## src/rtl/riscv_csr_trap_unit.sv

```systemverilog
// riscv_csr_trap_unit: machine-mode CSR file with trap/MRET commit and one-cycle PC redirect pulse
module riscv_csr_trap_unit #(
  parameter int XLEN = 32,
  parameter logic [XLEN-1:0] RESET_MTVEC = 32'h00000100
) (
  input  logic            clk,
  input  logic            rst,
  input  logic            csr_we,
  input  logic            csr_re,
  input  logic [2:0]      csr_funct3,
  input  logic [11:0]     csr_addr,
  input  logic [XLEN-1:0] csr_wdata,
  output logic [XLEN-1:0] csr_rdata,
  output logic            csr_bad_addr,
  input  logic            trap_req,
  input  logic [3:0]      trap_cause,
  input  logic [XLEN-1:0] trap_pc,
  input  logic            mret,
  input  logic            instr_retire,
  output logic            redirect_valid,
  output logic [XLEN-1:0] redirect_pc
);
  typedef enum logic {RUN, REDIRECT} state_t;
  state_t state, state_n;
  logic mie, mpie, hit, run, take_trap, take_mret, do_write;
  logic [XLEN-1:0] mtvec, mscratch, mepc, wval;
  logic [3:0] mcause;
  logic [2*XLEN-1:0] mcycle, minstret;
  always_comb begin
    hit = 1'b1;
    csr_rdata = '0;
    case (csr_addr)
      12'h300: csr_rdata = XLEN'({mpie, 3'b000, mie, 3'b000});
      12'h305: csr_rdata = mtvec;
      12'h340: csr_rdata = mscratch;
      12'h341: csr_rdata = mepc;
      12'h342: csr_rdata = XLEN'(mcause);
      12'hB00: csr_rdata = mcycle[XLEN-1:0];
      12'hB80: csr_rdata = mcycle[2*XLEN-1:XLEN];
      12'hB02: csr_rdata = minstret[XLEN-1:0];
      12'hB82: csr_rdata = minstret[2*XLEN-1:XLEN];
      default: hit = 1'b0;
    endcase
  end
  assign csr_bad_addr = (csr_re | csr_we) & ~hit;
  always_comb begin
    run = state == RUN;
    take_trap = run & trap_req;
    take_mret = run & mret & ~trap_req;
    do_write = run & csr_we & ~trap_req & ~mret & hit & (csr_funct3 == 3'b001 | csr_funct3 == 3'b010);
    wval = csr_funct3 == 3'b001 ? csr_wdata : csr_rdata | csr_wdata;
    state_n = (take_trap | take_mret) ? REDIRECT : RUN;
  end
  assign redirect_valid = state == REDIRECT;
  always_ff @(posedge clk) begin
    if (rst) begin
      state <= RUN;
      mie <= 1'b0;
      mpie <= 1'b0;
      mtvec <= RESET_MTVEC;
      mscratch <= '0;
      mepc <= '0;
      mcause <= '0;
      mcycle <= '0;
      minstret <= '0;
      redirect_pc <= '0;
    end else begin
      state <= state_n;
      mcycle <= mcycle + 1'b1;
      if (run & instr_retire & ~trap_req) minstret <= minstret + 1'b1;
      if (take_trap) begin
        mepc <= trap_pc & ~XLEN'(3);
        mcause <= trap_cause;
        mpie <= mie;
        mie <= 1'b0;
        redirect_pc <= mtvec;
      end else if (take_mret) begin
        mie <= mpie;
        mpie <= 1'b1;
        redirect_pc <= mepc;
      end else if (do_write) begin
        case (csr_addr)
          12'h300: begin mie <= wval[3]; mpie <= wval[7]; end
          12'h305: mtvec <= wval & ~XLEN'(3);
          12'h340: mscratch <= wval;
          12'h341: mepc <= wval & ~XLEN'(3);
          12'h342: mcause <= wval[3:0];
          12'hB00: mcycle <= {mcycle[2*XLEN-1:XLEN], wval};
          12'hB80: mcycle <= {wval, mcycle[XLEN-1:0]};
          12'hB02: minstret <= {minstret[2*XLEN-1:XLEN], wval};
          12'hB82: minstret <= {wval, minstret[XLEN-1:0]};
          default: ;
        endcase
      end
    end
  end
endmodule

```

## config.mk

```make
export PLATFORM = sky130hd
export DESIGN_NAME = riscv_csr_trap_unit
export DESIGN_NICKNAME = d
export VERILOG_FILES = /design/src/rtl/riscv_csr_trap_unit.sv
export SDC_FILE = /design/constraint.sdc
export NUM_CORES = 1
export LEC_CHECK = 0
export CORE_ASPECT_RATIO = 1.2
export CORE_UTILIZATION = 44
export DETAILED_ROUTE_END_ITERATION = 8
export MAX_ROUTING_LAYER = met4
export PLACE_DENSITY = 0.74
export RECOVER_POWER = 50
export SKIP_CTS_REPAIR_TIMING = 1
export SYNTH_ARGS = -nofsm -noshare
export SYNTH_HDL_FRONTEND = slang
export SYNTH_SLANG_ARGS = --single-unit
```

## constraint.sdc

```tcl
create_clock -name clk -period 4.5 [get_ports clk]
set_clock_uncertainty 0.2 [all_clocks]
set_input_delay 0.45 -clock clk [delete_from_list [all_inputs] [get_ports clk]]
set_output_delay 0.45 -clock clk [all_outputs]
set_load 0.1 [all_outputs]
```

==> summary.md <==
| Metric | Value |
|---|---|
| Max rail drop VDD | `around 280 µV` |
| Clock Sinks | `257` |
| First-pass GRT wire length | `98,810 µm` |
| Antenna violations before repair | `2` |
| Logic gate share of total power | `11.3%` |
| Number of vias per cell | `6.869` |
| Floorplan die height | `204.8 µm` |
| Relative slew slack | `21.84%` |
| Clock H-tree levels | `1` |
| Mean cell area of the mapped netlist | `8.361 µm²` |
| Fraction of final layout cells with drive strength greater than 1 | `about an eighth` |
| Category of the critical setup timing path | `in -> out` |
| Accumulated negative setup slack | `0 ns` |
| Pin count of the biggest net entering global routing | `124` |
| Setup repair after global routing missed its margin | `false` |
| I/O pin count | `156` |
| Clock network fraction of total power | `~45%` |
| Congestion Overflow GR | `0` |
| Max clock buf depth | `3` |
| Category of the worst setup path capture point | `primary output` |
| HPWL after DPL | `47,470 µm` |
| Met1 track demand over resource | `a little under half` |
| Min-Delay Path Class | `in -> reg` |
| Filler Cell Count | `3,131` |
| Placement Rows | `73` |
| Met3 Track Usage GR | `8.114%` |
| Total Die Area | `35,010 µm²` |
| Final setup violating endpoints | `0` |
| Non-Filler Instances | `2,407` |
| Unique masters post-synth | `~100` |
| Maximum achievable frequency | `230.9 MHz` |
| Library cell used as clock root buffer | `sky130_fd_sc_hd__clkbuf_16` |
| Clock tree from TritonCTS | `done` |
| Slowest stage delay, CP | `just under 0.8 ns` |
| Post-layout min period | `4.331 ns` |
| Routability-driven placement congestion ratio | `1.024` |
| Max Transition Viols Final | `0` |
| Final Hold Viols | `0` |
| Netlist area before placement | `around 15,000 µm²` |
| Total Wirelength | `66,950 µm` |
| Most used routing layer in global routing | `met2` |
| Nets | `2,025` |
| Reported max-cap violation count | `0` |
| Sw Ratio | `27.55%` |
| Detailed router's first-iteration violation count | `2,390` |
| Share of the cycle needed by the critical path after routing | `96.25%` |
| Iteration count of the initial detailed-routing pass | `6` |
| Core Box Area | `33,430 µm²` |
| Overall Global Routing Usage | `between 30% and 40%` |
| Number of synthesized flops with an enable pin | `0` |
| Reported net switching power | `1492 µW` |
| Async set or reset register ratio after synthesis | `0%` |
| Yosys synthesis warning count | `0` |
| Routed length per instance | `27.82 µm` |
| Run status | `finished, final reports clean` |
| Total number of vias | `16.53k` |
| Leakage dissipation | `0.006421 µW` |
| Crit path buf inv count | `5` |
| Worst-path maximum fanout | `11` |
| Portion of total power attributed to sequential cells | `43.5%` |
| Synthesized netlist cell count | `1,803` |
| Power per cell area | `295.6 nW/µm²` |
| Total of flip-flops plus latches after synthesis | `between 200 and 300` |
| Area growth from synthesis to layout | `21.49%` |
| Total internal power | `slightly below 4000 µW` |
| Post-CTS clock slew at the launch and capture registers of the worst setup and hold paths | `0.06 ns` |
| Instance count after placement with tap cells included | `2,353` |
| GRT met2 Usage | `between 50% and 60%` |
| Horizontal die dimension | `171.0 µm` |
| Clock network latency to the later pin of the worst-skew pair | `around 0.57 ns` |
| Antenna-violating nets left | `0` |
| Slew at the pin with the worst max-slew slack | `1.172 ns` |
| Cell class contributing the biggest share of worst-path delay | `buffers and inverters` |
| Top FF cell, synth | `sky130_fd_sc_hd__dfxtp_1` |
| List of cells traversed by the critical path | `dlygate4sd3_1, clkbuf_1, nor4b_1, and3_1, clkbuf_2, a222oi_1, o211a_1, inv_1, buf_12` |
| Data arrival time at the worst-slack endpoint | `3.68 ns` |
| Number of global-route vias before repair | `15.53k` |
| Part of the Yosys area used for sequential elements | `34.13%` |
| Remaining routing DRC violations | `0` |
| Startpoint type of the worst setup path | `input pin` |
| Cts bufs inserted | `28` |
| Total of buffers placed on input and output ports | `151` |
| Critical path data required time | `3.85 ns` |
| CP max-delay cell | `sky130_fd_sc_hd__dlygate4sd3_1` |
| Effective utilization at floorplan | `45.10%` |
routing by layer:
| metal | wire, µm | share of wire (%) | up-vias |
|---|---|---|---|
| met5 | 0 | 0 | - |
| met4 | 5293 | 7.9 | 0 |
| met3 | 7804 | 12 | 337 |
| met2 | 28940 | 43 | 1164 |
| met1 | 24910 | 37 | 7865 |
| li1 | - | - | 7168 |
cells in the final DEF (no fill, tap or decap), drive strengths merged, types with 7 or more instances in the layout:
cell type | Yosys | routed
nand4 | 46 | 46
a21o | 11 | 11
and3 | 37 | 37
buf | 81 | 109
o21ai | 105 | 105
mux2 | 7 | 7
o21a | 7 | 7
o22ai | 11 | 11
xnor2 | 19 | 19
nor2 | 196 | 196
clkbuf | 65 | 56
nand2 | 101 | 101
a222oi | 16 | 16
a21oi | 149 | 149
a31oi | 27 | 27
dlygate4sd3 | 0 | 35
and2 | 9 | 9
a211o | 12 | 12
or2 | 9 | 9
a211oi | 131 | 131
o211ai | 12 | 12
a2111oi | 11 | 11
nor4b | 7 | 7
mux2i | 59 | 59
inv | 30 | 30
nand3 | 82 | 82
clkinv | 1 | 11
a22oi | 56 | 56
dfxtp | 257 | 257
nor3 | 56 | 56
and4 | 20 | 20
nor4 | 23 | 23
a221oi | 18 | 18
clkdlybuf4s50 | 0 | 81
xor2 | 19 | 19
flip-flops by register name (all words and copies together), names as in the netlist:
| register | count |
|---|---|
| mcause | 4 |
| mcycle | 64 |
| mepc | 30 |
| mie | 1 |
| minstret | 64 |
| mpie | 1 |
| mscratch | 32 |
| mtvec | 30 |
| redirect_pc | 30 |
| redirect_valid | 1 |
worst paths after layout:
check / from / to / slack [ns] / depth (start not counted)
max reg2reg: redirect_valid / mscratch[4] / 0.61 / 8
min: rst / mscratch[6] / 0.18 / 2
min reg2reg: minstret[42] / minstret[42] / 0.30 / 2
max: csr_addr[1] / csr_rdata[4] / 0.17 / 9
synthesized netlist by cell type (6+ instances only):
cell type	n	area (µm²)
sky130_fd_sc_hd__a211oi_2	29	362.9
sky130_fd_sc_hd__and3_1	37	231.5
sky130_fd_sc_hd__buf_1	14	52.55
sky130_fd_sc_hd__nand3_1	76	380.4
sky130_fd_sc_hd__o21ai_0	104	520.5
sky130_fd_sc_hd__or2_2	6	37.54
sky130_fd_sc_hd__nand3_2	6	60.06
sky130_fd_sc_hd__and4_1	20	175.2
sky130_fd_sc_hd__a21o_1	10	75.07
sky130_fd_sc_hd__a21oi_1	141	705.7
sky130_fd_sc_hd__a22oi_1	56	420.4
sky130_fd_sc_hd__xor2_1	19	166.4
sky130_fd_sc_hd__nand2_1	99	371.6
sky130_fd_sc_hd__nand4_1	45	281.5
sky130_fd_sc_hd__dfxtp_1	257	5145
sky130_fd_sc_hd__o22ai_1	11	68.82
sky130_fd_sc_hd__inv_1	30	112.6
sky130_fd_sc_hd__o211ai_1	11	82.58
sky130_fd_sc_hd__buf_2	39	195.2
sky130_fd_sc_hd__nor2_1	194	728.2
sky130_fd_sc_hd__o221ai_1	6	52.55
sky130_fd_sc_hd__clkbuf_1	64	240.2
sky130_fd_sc_hd__nor4_1	17	106.4
sky130_fd_sc_hd__a2bb2oi_1	6	52.55
sky130_fd_sc_hd__mux2i_1	59	590.6
sky130_fd_sc_hd__a31oi_1	24	150.1
sky130_fd_sc_hd__mux2_2	7	78.83
sky130_fd_sc_hd__xnor2_1	19	166.4
sky130_fd_sc_hd__a21oi_2	8	70.07
sky130_fd_sc_hd__a211o_1	12	105.1
sky130_fd_sc_hd__a22o_1	6	52.55
sky130_fd_sc_hd__buf_4	14	105.1
sky130_fd_sc_hd__a221oi_1	16	140.1
sky130_fd_sc_hd__a211oi_1	102	765.7
sky130_fd_sc_hd__buf_6	14	157.7
sky130_fd_sc_hd__a222oi_1	16	160.2
sky130_fd_sc_hd__nor3_1	46	230.2
sky130_fd_sc_hd__and2_1	9	56.30
sky130_fd_sc_hd__o21a_1	7	52.55
sky130_fd_sc_hd__o31ai_1	6	45.04
kinds of logic after synthesis:
kind of cell,Yosys count,synth area share (%)
AO/OA/AOI/OAI,641,30.77
AND/OR/NAND/NOR,620,22.33
flip-flops,257,34.13
buffers and inverters,177,5.785
multiplexers,67,4.590
XOR/XNOR,38,2.208
adder cells (fa/ha/maj),2,0.1660
other,1,0.02487
layout make-up:
cell class / instances / area (µm²) / share of cell area [%]
inverter: 31 / 116.4 / 0.6353
timing repair buffer: 245 / 2562 / 13.99
multi-input combinational: 1370 / 8955 / 48.89
clock inverter: 16 / 177.7 / 0.9701
sequential: 257 / 5145 / 28.09
antenna: 2 / 5.005 / 0.02733
clock buffer: 36 / 790.8 / 4.318
tap: 450 / 563.0 / 3.074
through the flow:
step / cell area (µm²) / total power, µW / utilization (%) / hold slack (ns) / setup WS (ns)
floorplan: 15080 / 2779 / - / 0.2484 / 0.6744
global placement: 17570 / 3008 / 52.55 / 0.2723 / 0.4636
detailed placement: 17570 / 3015 / 52.55 / 0.2835 / 0.3655
CTS: 18530 / 5416 / 55.44 / 0.1727 / 0.4569
global route: 18320 / 5535 / 54.79 / 0.2269 / 0.2070
finish: 18320 / 5414 / 54.79 / 0.1821 / 0.1689
power by group through the flow:
stage          Sequential, µW  Combinational (µW)  Clock, µW
2_1_floorplan            2540                 243          0
3_3_place_gp             2400                 605          0
3_5_place_dp             2410                 610          0
4_1_cts                  2350                 613       2450
5_1_grt                  2360                 631       2550
6_report                 2350                 611       2450
Power figures use the tool's default switching activity.
